**src/rtl/instr_buffer.sv**
```systemverilog
// Instruction fetch queue: circular buffer of {instr, pc} between fetch and decode.
// Head is presented first-word-fall-through; a flush empties the queue in one cycle.
module instr_buffer #(
   parameter int DEPTH = 8,
   parameter int PTR_W = $clog2(DEPTH)
) (
   input  logic               clock,
   input  logic               reset_n,
   input  logic               flush,
   input  logic               fetch_valid,
   input  logic [31:0]        fetch_instr,
   input  logic [63:0]        fetch_pc,
   output logic               fetch_ready,
   input  logic               fifo_read_en,
   output logic               fifo_empty,
   output logic [31:0]        fifo_data_out,
   output logic [63:0]        fifo_pc_out,
   output logic [PTR_W:0]     fifo_count
);

   localparam logic [PTR_W:0] PTR_ONE = (PTR_W+1)'(1);
   localparam logic [31:0]    NOP     = 32'h0000_0013;

   logic [31:0]    r_memInstr [DEPTH];
   logic [63:0]    r_memPc    [DEPTH];
   logic [PTR_W:0] r_wptr;
   logic [PTR_W:0] r_rptr;

   logic           w_empty;
   logic           w_full;
   logic           w_push;
   logic           w_pop;

   // Pointers carry an extra wrap bit so full and empty are distinguishable.
   assign w_empty = (r_wptr == r_rptr);
   assign w_full  = (r_wptr[PTR_W-1:0] == r_rptr[PTR_W-1:0]) &&
                    (r_wptr[PTR_W] != r_rptr[PTR_W]);

   assign w_push = fetch_valid && !w_full && !flush;
   assign w_pop  = fifo_read_en && !w_empty && !flush;

   assign fetch_ready = !w_full;
   assign fifo_empty  = w_empty;
   assign fifo_count  = r_wptr - r_rptr;

   assign fifo_data_out = w_empty ? NOP   : r_memInstr[r_rptr[PTR_W-1:0]];
   assign fifo_pc_out   = w_empty ? 64'h0 : r_memPc[r_rptr[PTR_W-1:0]];

   always_ff @(posedge clock) begin
      if (w_push) begin
         r_memInstr[r_wptr[PTR_W-1:0]] <= fetch_instr;
         r_memPc[r_wptr[PTR_W-1:0]]    <= fetch_pc;
      end
   end

   // Flush overrides any same-cycle push or pop.
   always_ff @(posedge clock or negedge reset_n) begin
      if (!reset_n) begin
         r_wptr <= '0;
         r_rptr <= '0;
      end else if (flush) begin
         r_wptr <= '0;
         r_rptr <= '0;
      end else begin
         if (w_push) r_wptr <= r_wptr + PTR_ONE;
         if (w_pop)  r_rptr <= r_rptr + PTR_ONE;
      end
   end

endmodule

```
**config.mk**
```make
export PLATFORM = sky130hd
export DESIGN_NAME = instr_buffer
export DESIGN_NICKNAME = d
export VERILOG_FILES = /design/src/rtl/instr_buffer.sv
export SDC_FILE = /design/constraint.sdc
export NUM_CORES = 1
export LEC_CHECK = 0
export BUFFER_PORTS_ARGS = -buffer_cell sky130_fd_sc_hd__clkbuf_2
export CAP_MARGIN = 10
export CORE_MARGIN = 2
export CORE_UTILIZATION = 28
export CTS_CLUSTER_SIZE = 25
export DETAILED_ROUTE_END_ITERATION = 8
export PLACE_DENSITY = 0.51
export SYNTH_ARGS = -nofsm -noshare
export SYNTH_HDL_FRONTEND = slang
export SYNTH_SLANG_ARGS = --single-unit
```
**constraint.sdc**
```tcl
create_clock -name clock -period 11.82 [get_ports clock]
set_input_delay 1.182 -clock clock [delete_from_list [all_inputs] [get_ports clock]]
set_output_delay 1.182 -clock clock [all_outputs]
set_load 0.05 [all_outputs]
```
==> results of run 1 <==
worst max-delay path, stage by stage (launching register included):
cell	delay (ps)
dfrtp_4	900
buf_4	740
buf_4	830
mux4_2	590
a22o_1	300
clkbuf_2	260
logic make-up (layout without fill, tap and decap cells):
kind of cell             count (synthesis)  count (layout)  synth area share, %
adder cells (fa/ha/maj)                  6               6                0.281
AO/OA/AOI/OAI                          108             108                 3.10
AND/OR/NAND/NOR                         30              30                0.571
multiplexers                           193             193                 14.8
other                                    0               2                    0
buffers and inverters                   73             399                 1.81
flip-flops                             776             776                 79.2
XOR/XNOR                                 9               9                0.294
report_power, final:
group | leakage [nW] | total (mW) | internal (mW) | switching (mW)
clock | 1.31 | 2.55 | 1.49 | 1.06
combinational | 2.62 | 1.31 | 0.434 | 0.872
sequential | 7.04 | 3.10 | 3.07 | 0.0355
registers in the layout (all words and copies together) (netlist names):
signal,flops
r_memInstr,256
r_memPc,512
r_rptr,4
r_wptr,4
synthesized netlist by cell type (4+ instances only):
cell type,n,share of area (%)
a21oi_1,5,0.085
a22o_1,93,2.8
buf_2,10,0.17
buf_4,7,0.18
buf_6,29,1.1
clkbuf_1,18,0.23
dfrtp_1,8,0.68
edfxtp_1,768,79
ha_1,5,0.21
inv_1,8,0.10
mux4_2,192,15
nand2_1,5,0.064
nor2_1,6,0.077
nor3_1,4,0.068
nor4_1,4,0.085
o21ai_0,4,0.068
xnor2_1,7,0.21
through the flow:
| step | power [mW] | hold slack (ps) | cell area, um2 | setup slack [ps] | std cells |
|---|---|---|---|---|---|
| 3_3_place_gp | 4.49 | 620 | 31900 | 6710 | 2745 |
| 3_5_place_dp | 4.50 | 631 | 31900 | 6690 | 2745 |
| 4_1_cts | 7.08 | 325 | 34600 | 5960 | 2901 |
| 2_1_floorplan | 4.20 | 596 | 29400 | 275 | 1195 |
| 6_report | 6.96 | 382 | 34600 | 6210 | 2903 |
| 5_1_grt | 7.23 | 356 | 34600 | 5750 | 2901 |
area by class of cell:
cell class                 instances  area (um2)
inverter                           8        30.0
timing repair buffer             235        1260
tap                             1380        1730
sequential                       776       23300
multi-input combinational        346        5630
fill                            9778       69200
antenna                            2        5.00
clock inverter                    52         390
clock buffer                     104        2300
per-layer routing:
metal / vias to the layer above / global-route usage (%) / part of all wire, % / routed length [um]
met5: - / 0 / 0.14 / 94
met4: 14 / 3.74 / 2.4 / 1610
met3: 113 / 3.42 / 5.8 / 3910
met2: 301 / 20.7 / 49 / 33200
met1: 7252 / 16.3 / 43 / 29000
li1: 5729 / - / - / -
worst paths after layout:
| check | startpoint | to | slack, ps | cells past startpoint |
|---|---|---|---|---|
| worst max-delay path | r_rptr[0] | fifo_pc_out[5] | 6210 | 5 |
| worst min-delay path | reset_n | r_rptr[3] | 380 | 1 |
| worst max register to register | r_rptr[0] | r_memPc[5][17] | 8040 | 6 |
| worst min register to register | r_wptr[3] | r_wptr[3] | 640 | 2 |
| max in group asynchronous | reset_n | r_rptr[0] | 11230 | 1 |
| min in group clock | r_wptr[3] | r_wptr[3] | 640 | 2 |
==> results.py, run 1 <==
metrics = {
    "finish": {
        "layout_commonest_cell": "edfxtp_1",
        "layout_common_cells": "edfxtp_1 (768), clkbuf_2 (202), mux4_2 (192), a22o_1 (93), clkbuf_16 (90)",
        "area_growth_pct": 17.8,
        "final_util_pct": 33.3,
        "drive_gt1_share_pct": 36.8,
        "fin_nets": 1560,
    },
    "yosys": {
        "yosysWarnings": 0,
        "synth_nets": 1302,
        "synth_area_um2": 29400,
        "seq_area_frac_synth_pct": 79.2,
        "synth-main-ff-cell": "edfxtp_1",
        "synth_edf_count": 768,
        "synth_area_per_cell_um2": 24.6,
        "ys_ff_latch": 776,
        "ys_async_sr_fraction_pct": 1.03,
        "ys_types": 32,
        "synth_cells": 1195,
    },
    "sta": {
        "hold_viol_final": 0,
        "tns_ps": 0,
        "fin_worst_skew_ps": 25.5,
        "finalSetupViolations": 0,
        "finalWorstPathRequiredPeriod_ps": 5610,
        "worstMarginPinSlew_ps": 1060,
        "drv_slew": 0,
        "period_share_pct": 47.5,
        "slew_headroom_pct": 29.4,
        "max_freq_mhz": 178,
        "rsz0062_at_grt": "no",
    },
    "place": {
        "dp_hpwl_um": 35700,
        "numPortBuffers": 202,
        "gp_congestion": 0.662,
    },
    "global_routing": {
        "grt_pass1_vias": 14682,
        "grt_first_pass_wirelength_um": 99100,
        "grt_use_total_pct": 12.6,
        "grt_max_degree": 63,
        "antenna_found_initial": 8,
        "globalRoute.totalOverflow": 0,
    },
    "detailed_routing": {
        "drtAntennaViolNets": 0,
        "wire_per_inst_um": 23.3,
        "via_count": 13409,
        "drt-initial-drc-count": 1001,
        "first_pass_iters": 7,
        "drc": 0,
        "viasPerCell": 4.62,
        "routed_wl_um": 67800,
    },
    "power": {
        "leakage_nw": 11.0,
        "powerDensity_nw_per_um2": 201,
        "peakVddDrop_v": 0.000121,
    },
    "floorplanning": {
        "rows": 118,
        "fp.dieH_um": 328,
        "dieWidth_um": 328,
        "io_pins": 203,
        "start_util_pct": 28.3,
        "dieArea_um2": 108000,
        "coreArea_um2": 104000,
    },
    "clock_network": {
        "cts-htree-levels": 3,
        "cts_tree": "yes",
        "post_cts_resized": 0,
        "post_cts_buffers": 0,
        "clk_latency_ps": 640,
        "clock-sinks": 776,
        "cts.path.max_buffers": 3,
        "cts-root-buf": "clkbuf_16",
        "numCtsBuffers": 86,
        "hold_buffers": 0,
        "path_clk_slew_ps": 60,
    },
    "setup_path": {
        "path_class": "flop to output port",
        "crit_fanout": 46,
        "worstPathArrival_ps": 4430,
        "start_kind": "flop",
        "crit_required_ps": 10640,
        "end_kind": "output port",
    },
    "min_path": {
        "hp-class": "input port to async pin",
    },
    "flow_run": {
        "cap_viol_max_count": 0,
    },
    "outcome": {
        "outcome": "finished clean",
    },
}
Power figures use the tool's default switching activity.
==> run 2: changes to the inputs <==
Settings changed: PLACE_DENSITY 0.51 to 0.49.
Clock period 11.82 ns to 5.7 ns, I/O delays scaled along.
==> results.py, run 2 (synthesis gave the netlist of run 1 again) <==
metrics = {
    "finish": {
        "num-fill-cells": 9726,
        "largest_reg_flops": 512,
        "layout_common_cells": "edfxtp_1 (768), clkbuf_2 (202), mux4_2 (192), a22o_1 (93), clkbuf_16 (86)",
        "drive_gt1_share_pct": 36.9,
        "fin_nets": 1555,
        "fin_area_um2": 34900,
        "layout_commonest_cell": "edfxtp_1",
        "area_growth_pct": 18.8,
        "final_util_pct": 33.6,
    },
    "setup_path": {
        "reg2reg_slack_ps": 2270,
        "reg2reg_from": "r_wptr[0]",
        "r2r_cells": 7,
        "path_common_cell": "buf_4",
        "start_kind": "flop",
        "cp.depth": 5,
        "startpoint": "r_rptr[0]",
        "cp_top_family": "buffers and inverters",
        "path_buf_inv": 3,
        "crit_required_ps": 5130,
        "path_cells": "buf_4, buf_4, mux4_2, a22o_1, clkbuf_2",
        "crit_fanout": 45,
        "slowest_delay_ps": 870,
        "crit_end": "fifo_data_out[2]",
        "worstPathArrival_ps": 3920,
        "end_kind": "output port",
        "worst_path_max_delay_cell": "buf_4",
        "path_class": "flop to output port",
        "reg2reg_to": "r_memPc[3][9]",
    },
    "sta": {
        "hold_viol_final": 0,
        "max_freq_mhz": 223,
        "rsz0062_at_grt": "no",
        "finalSetupViolations": 0,
        "drv_slew": 0,
        "finalWorstPathRequiredPeriod_ps": 4490,
        "fin_worst_skew_ps": 17.4,
        "period_share_pct": 78.8,
        "worstMarginPinSlew_ps": 1070,
        "layout_setup_ws_ps": 1210,
        "slew_headroom_pct": 28.7,
    },
    "global_routing": {
        "grt_first_pass_wirelength_um": 97600,
        "grt_max_degree": 152,
        "antenna_found_initial": 13,
        "grt_use_total_pct": 12.4,
        "globalRoute.totalOverflow": 0,
        "grt_pass1_vias": 14713,
    },
    "clock_network": {
        "cts-htree-levels": 3,
        "clock-sinks": 776,
        "post_cts_buffers": 0,
        "path_clk_slew_ps": 60,
        "clk_latency_ps": 640,
        "cts_tree": "yes",
        "numCtsBuffers": 85,
        "post_cts_resized": 0,
        "cts-root-buf": "clkbuf_16",
        "cts.path.max_buffers": 3,
    },
    "power": {
        "seq_power_share_pct": 43.4,
        "clockPowerShare_pct": 37.7,
        "powerDensity_nw_per_um2": 422,
        "comb_power_share_pct": 18.9,
        "leakage_nw": 11.1,
        "swShare_pct": 27.5,
        "switchingPower_mw": 4.05,
        "p_int_mw": 10.7,
        "peakVddDrop_v": 0.000239,
    },
    "detailed_routing": {
        "drt-initial-drc-count": 918,
        "via_count": 13467,
        "wire_per_inst_um": 23.0,
        "first_pass_iters": 5,
        "routed_wl_um": 66700,
        "drc": 0,
        "viasPerCell": 4.65,
        "drtAntennaViolNets": 0,
    },
    "min_path": {
        "holdCritStartpoint": "fetch_instr[19]",
        "hp-class": "input port to flop",
    },
    "floorplanning": {
        "coreArea_um2": 104000,
        "io_pins": 203,
        "start_util_pct": 28.3,
        "rows": 118,
        "fp.dieH_um": 328,
        "dieWidth_um": 328,
        "dieArea_um2": 108000,
    },
    "place": {
        "numPortBuffers": 202,
        "detailedPlace.worstSlack_ps": 1760,
        "place_area_um2": 32100,
        "gp_congestion": 0.695,
        "dp_hpwl_um": 34500,
    },
    "outcome": {
        "outcome": "finished clean",
    },
    "flow_run": {
        "cap_viol_max_count": 0,
    },
}
-- run 2: power by group through the flow --
| stage | sequential [mW] | combinational [mW] | clock [mW] |
|---|---|---|---|
| 6_report | 6.38 | 2.78 | 5.56 |
| 5_1_grt | 6.39 | 2.96 | 5.92 |
| 4_1_cts | 6.38 | 2.85 | 5.72 |
| 3_5_place_dp | 6.50 | 2.85 | 0 |
| 3_3_place_gp | 6.50 | 2.85 | 0 |
| 2_1_floorplan | 6.51 | 2.19 | 0 |
-- run 2: routing by layer --
metal	wire [um]	up-vias	share of wire, %	GRT usage, %
met3	3600	109	5.4	3.03
met4	1370	24	2.0	3.68
li1	-	5712	-	-
met5	149	-	0.22	0
met2	31000	323	47	19.4
met1	30500	7299	46	17.2
-- run 2: how the worst min path moves through the flow --
stage,end,cells past startpoint
finish,r_memInstr[1][19],1
global route,r_memPc[7][22],1
CTS,r_memInstr[1][19],1
detailed placement,r_rptr[3],1
global placement,r_rptr[3],1
floorplan,r_rptr[0],0
-- run 2: per-stage QoR --
stage               power (mW)  hold slack, ps  setup TNS, ps  instances
floorplan                 8.70             274        -788560       1195
global placement          9.35             439              0       2740
detailed placement        9.35             441              0       2740
CTS                       15.0             149              0       2892
global route              15.3             184              0       2893
finish                    14.7             202              0       2894
-- run 2: repair_timing --
| item | 4_1_cts | 5_1_grt |
|---|---|---|
| setup endpoints to repair | 0 | 0 |
| hold endpoints to repair | 8 | 0 |
| hold buffers | 1 | 0 |
-- run 2: area by class of cell --
class | count | area (um2) | area share, %
clock inverter | 50 | 627 | 1.80
clock buffer | 101 | 2210 | 6.33
antenna | 2 | 5.00 | 0.0143
multi-input combinational | 346 | 5690 | 16.3
sequential | 776 | 23300 | 66.7
inverter | 8 | 30.0 | 0.0860
tap | 1380 | 1730 | 4.95
timing repair buffer | 231 | 1360 | 3.89
==> run 3: changes to the inputs <==
Settings changed: ABC_AREA from default to 1, PLACE_DENSITY 0.49 to 0.5.
Clock period 5.7 ns to 4.1 ns, I/O delays scaled along.
==> results.py, run 3 <==
metrics = {
    "outcome": {
        "outcome": "finished clean",
    },
    "clock_network": {
        "post_cts_buffers": 0,
        "cts-htree-levels": 3,
        "cts_tree": "yes",
        "path_clk_slew_ps": 60,
        "cts.path.max_buffers": 3,
        "cts-root-buf": "clkbuf_16",
        "numCtsBuffers": 88,
        "clk_latency_ps": 650,
        "clock-sinks": 776,
    },
    "yosys": {
        "ys_async_sr_fraction_pct": 1.03,
        "yosysMostFrequentCell": "nand2_1",
        "synth-main-ff-cell": "edfxtp_1",
        "synth_area_um2": 34100,
        "seq_area_frac_synth_pct": 68.3,
        "synthTopCellsByArea": "edfxtp_1 (68%), nand2_1 (11%), inv_1 (8.3%), nand3_1 (7.3%), nor2_1 (2.2%)",
        "synth_nets": 3506,
        "synth_cells": 3399,
        "ys_types": 21,
        "ys_ff_latch": 776,
        "yosysWarnings": 0,
        "synth_edf_count": 768,
        "synth_top_cell_by_area": "edfxtp_1",
        "yosys-top-cells-count": "nand2_1 (986), edfxtp_1 (768), inv_1 (753)",
        "synth_area_per_cell_um2": 10.0,
        "yosysTopAreaCellShare_pct": 67.7,
    },
    "setup_path": {
        "cp_top_family": "buffers and inverters",
        "start_kind": "flop",
        "path_buf_inv": 3,
        "worst_path_max_delay_cell": "dfrtp_4",
        "slowest_delay_ps": 620,
        "worstPathArrival_ps": 3430,
        "crit_fanout": 25,
        "path_cells": "inv_8, ha_1, nand2_1, nor2_1, nand2_4, buf_4, nand2_1, nor2_1, clkbuf_2",
        "path_class": "flop to output port",
        "crit_required_ps": 3690,
        "end_kind": "output port",
    },
    "power": {
        "powerDensity_nw_per_um2": 528,
        "clockPowerShare_pct": 34.6,
        "switchingPower_mw": 6.77,
        "comb_power_share_pct": 24.0,
        "p_total_mw": 21.5,
        "leakage_nw": 17.6,
        "seq_power_share_pct": 41.5,
        "peakVddDrop_v": 0.000407,
        "p_int_mw": 14.7,
        "swShare_pct": 31.6,
    },
    "sta": {
        "fin_worst_skew_ps": 27.1,
        "hold_viol_final": 0,
        "drv_slew": 0,
        "finalSetupViolations": 0,
        "period_share_pct": 93.6,
        "rsz0062_at_grt": "no",
        "worstMarginPinSlew_ps": 1100,
        "layout_setup_ws_ps": 261,
        "slew_headroom_pct": 26.4,
        "finalWorstPathRequiredPeriod_ps": 3840,
        "max_freq_mhz": 260,
        "whs_ps": 53.9,
    },
    "floorplanning": {
        "io_pins": 203,
        "rows": 127,
        "fp.dieH_um": 353,
        "coreArea_um2": 120000,
        "dieArea_um2": 124000,
        "start_util_pct": 28.3,
        "dieWidth_um": 353,
    },
    "global_routing": {
        "grt_first_pass_wirelength_um": 134000,
        "met2_usage_pct": 21.8,
        "grt_pass1_vias": 21933,
        "busiest_layer": "met2",
        "grt_max_degree": 177,
        "antenna_found_initial": 7,
        "use_met1_pct": 19.5,
        "use_met3_pct": 2.67,
        "globalRoute.totalOverflow": 0,
        "grt_use_total_pct": 13.9,
    },
    "detailed_routing": {
        "via_count": 22367,
        "viasPerCell": 4.24,
        "drc": 0,
        "drtAntennaViolNets": 0,
        "first_pass_iters": 5,
        "wire_per_inst_um": 16.6,
        "routed_wl_um": 87500,
        "drt-initial-drc-count": 1717,
    },
    "finish": {
        "final_util_pct": 33.8,
        "area_growth_pct": 19.2,
        "layout_commonest_cell": "nand2_1",
        "largest_reg_flops": 512,
        "fin_nets": 3698,
        "drive_gt1_share_pct": 10.4,
        "layout_common_cells": "nand2_1 (985), edfxtp_1 (768), inv_1 (753), nand3_1 (499), nor2_1 (190)",
        "layout.cells.non_filler": 5273,
        "num-fill-cells": 12084,
    },
    "flow_run": {
        "cap_viol_max_count": 0,
    },
    "place": {
        "dp_hpwl_um": 48200,
        "numPortBuffers": 202,
        "dp_cells": 5103,
        "detailedPlace.worstSlack_ps": 838,
        "gp_congestion": 0.763,
    },
    "min_path": {
        "hp-class": "input port to flop",
    },
}
run 3: cell families after synthesis:
kind of cell	Yosys count	synth area share, %
DFF	776	68.3
and+or+nand+nor	1691	20.5
buffers and inverters	920	10.8
adders and majority gates	6	0.242
xor gates and xnor gates	4	0.103
AOI/OAI and AO/OA	2	0.0294
run 3: final timing paths:
check	from	end	slack [ps]	cells past startpoint
min	fetch_pc[12]	r_memPc[1][12]	50	1
min in group asynchronous	reset_n	r_rptr[3]	170	2
max in group asynchronous	reset_n	r_rptr[0]	3680	2
max reg2reg	r_rptr[1]	r_memPc[1][57]	850	8
max	r_rptr[1]	fifo_pc_out[51]	260	9
min reg2reg	r_rptr[3]	r_rptr[3]	610	2
run 3: area by class of cell:
cell class	instances	area, um2	share of cell area (%)
Sequential cell	776	23300	57.3
Multi-Input combinational cell	1703	7190	17.7
Inverter	756	2860	7.04
Timing Repair Buffer	266	2600	6.41
Clock buffer	119	2380	5.86
Tap cell	1612	2020	4.97
Clock inverter	38	289	0.712
Antenna cell	3	7.51	0.0185
run 3: per-stage QoR:
stage,TNS [ps],cell area (um2)
2_1_floorplan,-728550,34100
3_3_place_gp,0,37800
3_5_place_dp,0,37800
4_1_cts,0,40600
5_1_grt,0,40600
6_report,0,40600
run 3: metal layers:
| layer | wire, um | vias to the layer above |
|---|---|---|
| met5 | 43 | - |
| met4 | 1730 | 8 |
| met3 | 4780 | 110 |
| met2 | 39600 | 498 |
| met1 | 41300 | 10678 |
| li1 | - | 11073 |
run 3: timing repair:
item	CTS	global route
hold buffers	10	0
endpoints found under the hold margin	47	0
resized for setup	0	0
run 3: power groups by stage:
stage / registers (mW) / logic [mW] / clock network, mW
after global placement: 9.06 / 5.22 / 0
after CTS: 8.90 / 5.24 / 7.65
after detailed placement: 9.06 / 5.22 / 0
after global routing: 8.91 / 5.59 / 7.95
after floorplan: 9.04 / 3.26 / 0
final: 8.90 / 5.14 / 7.41
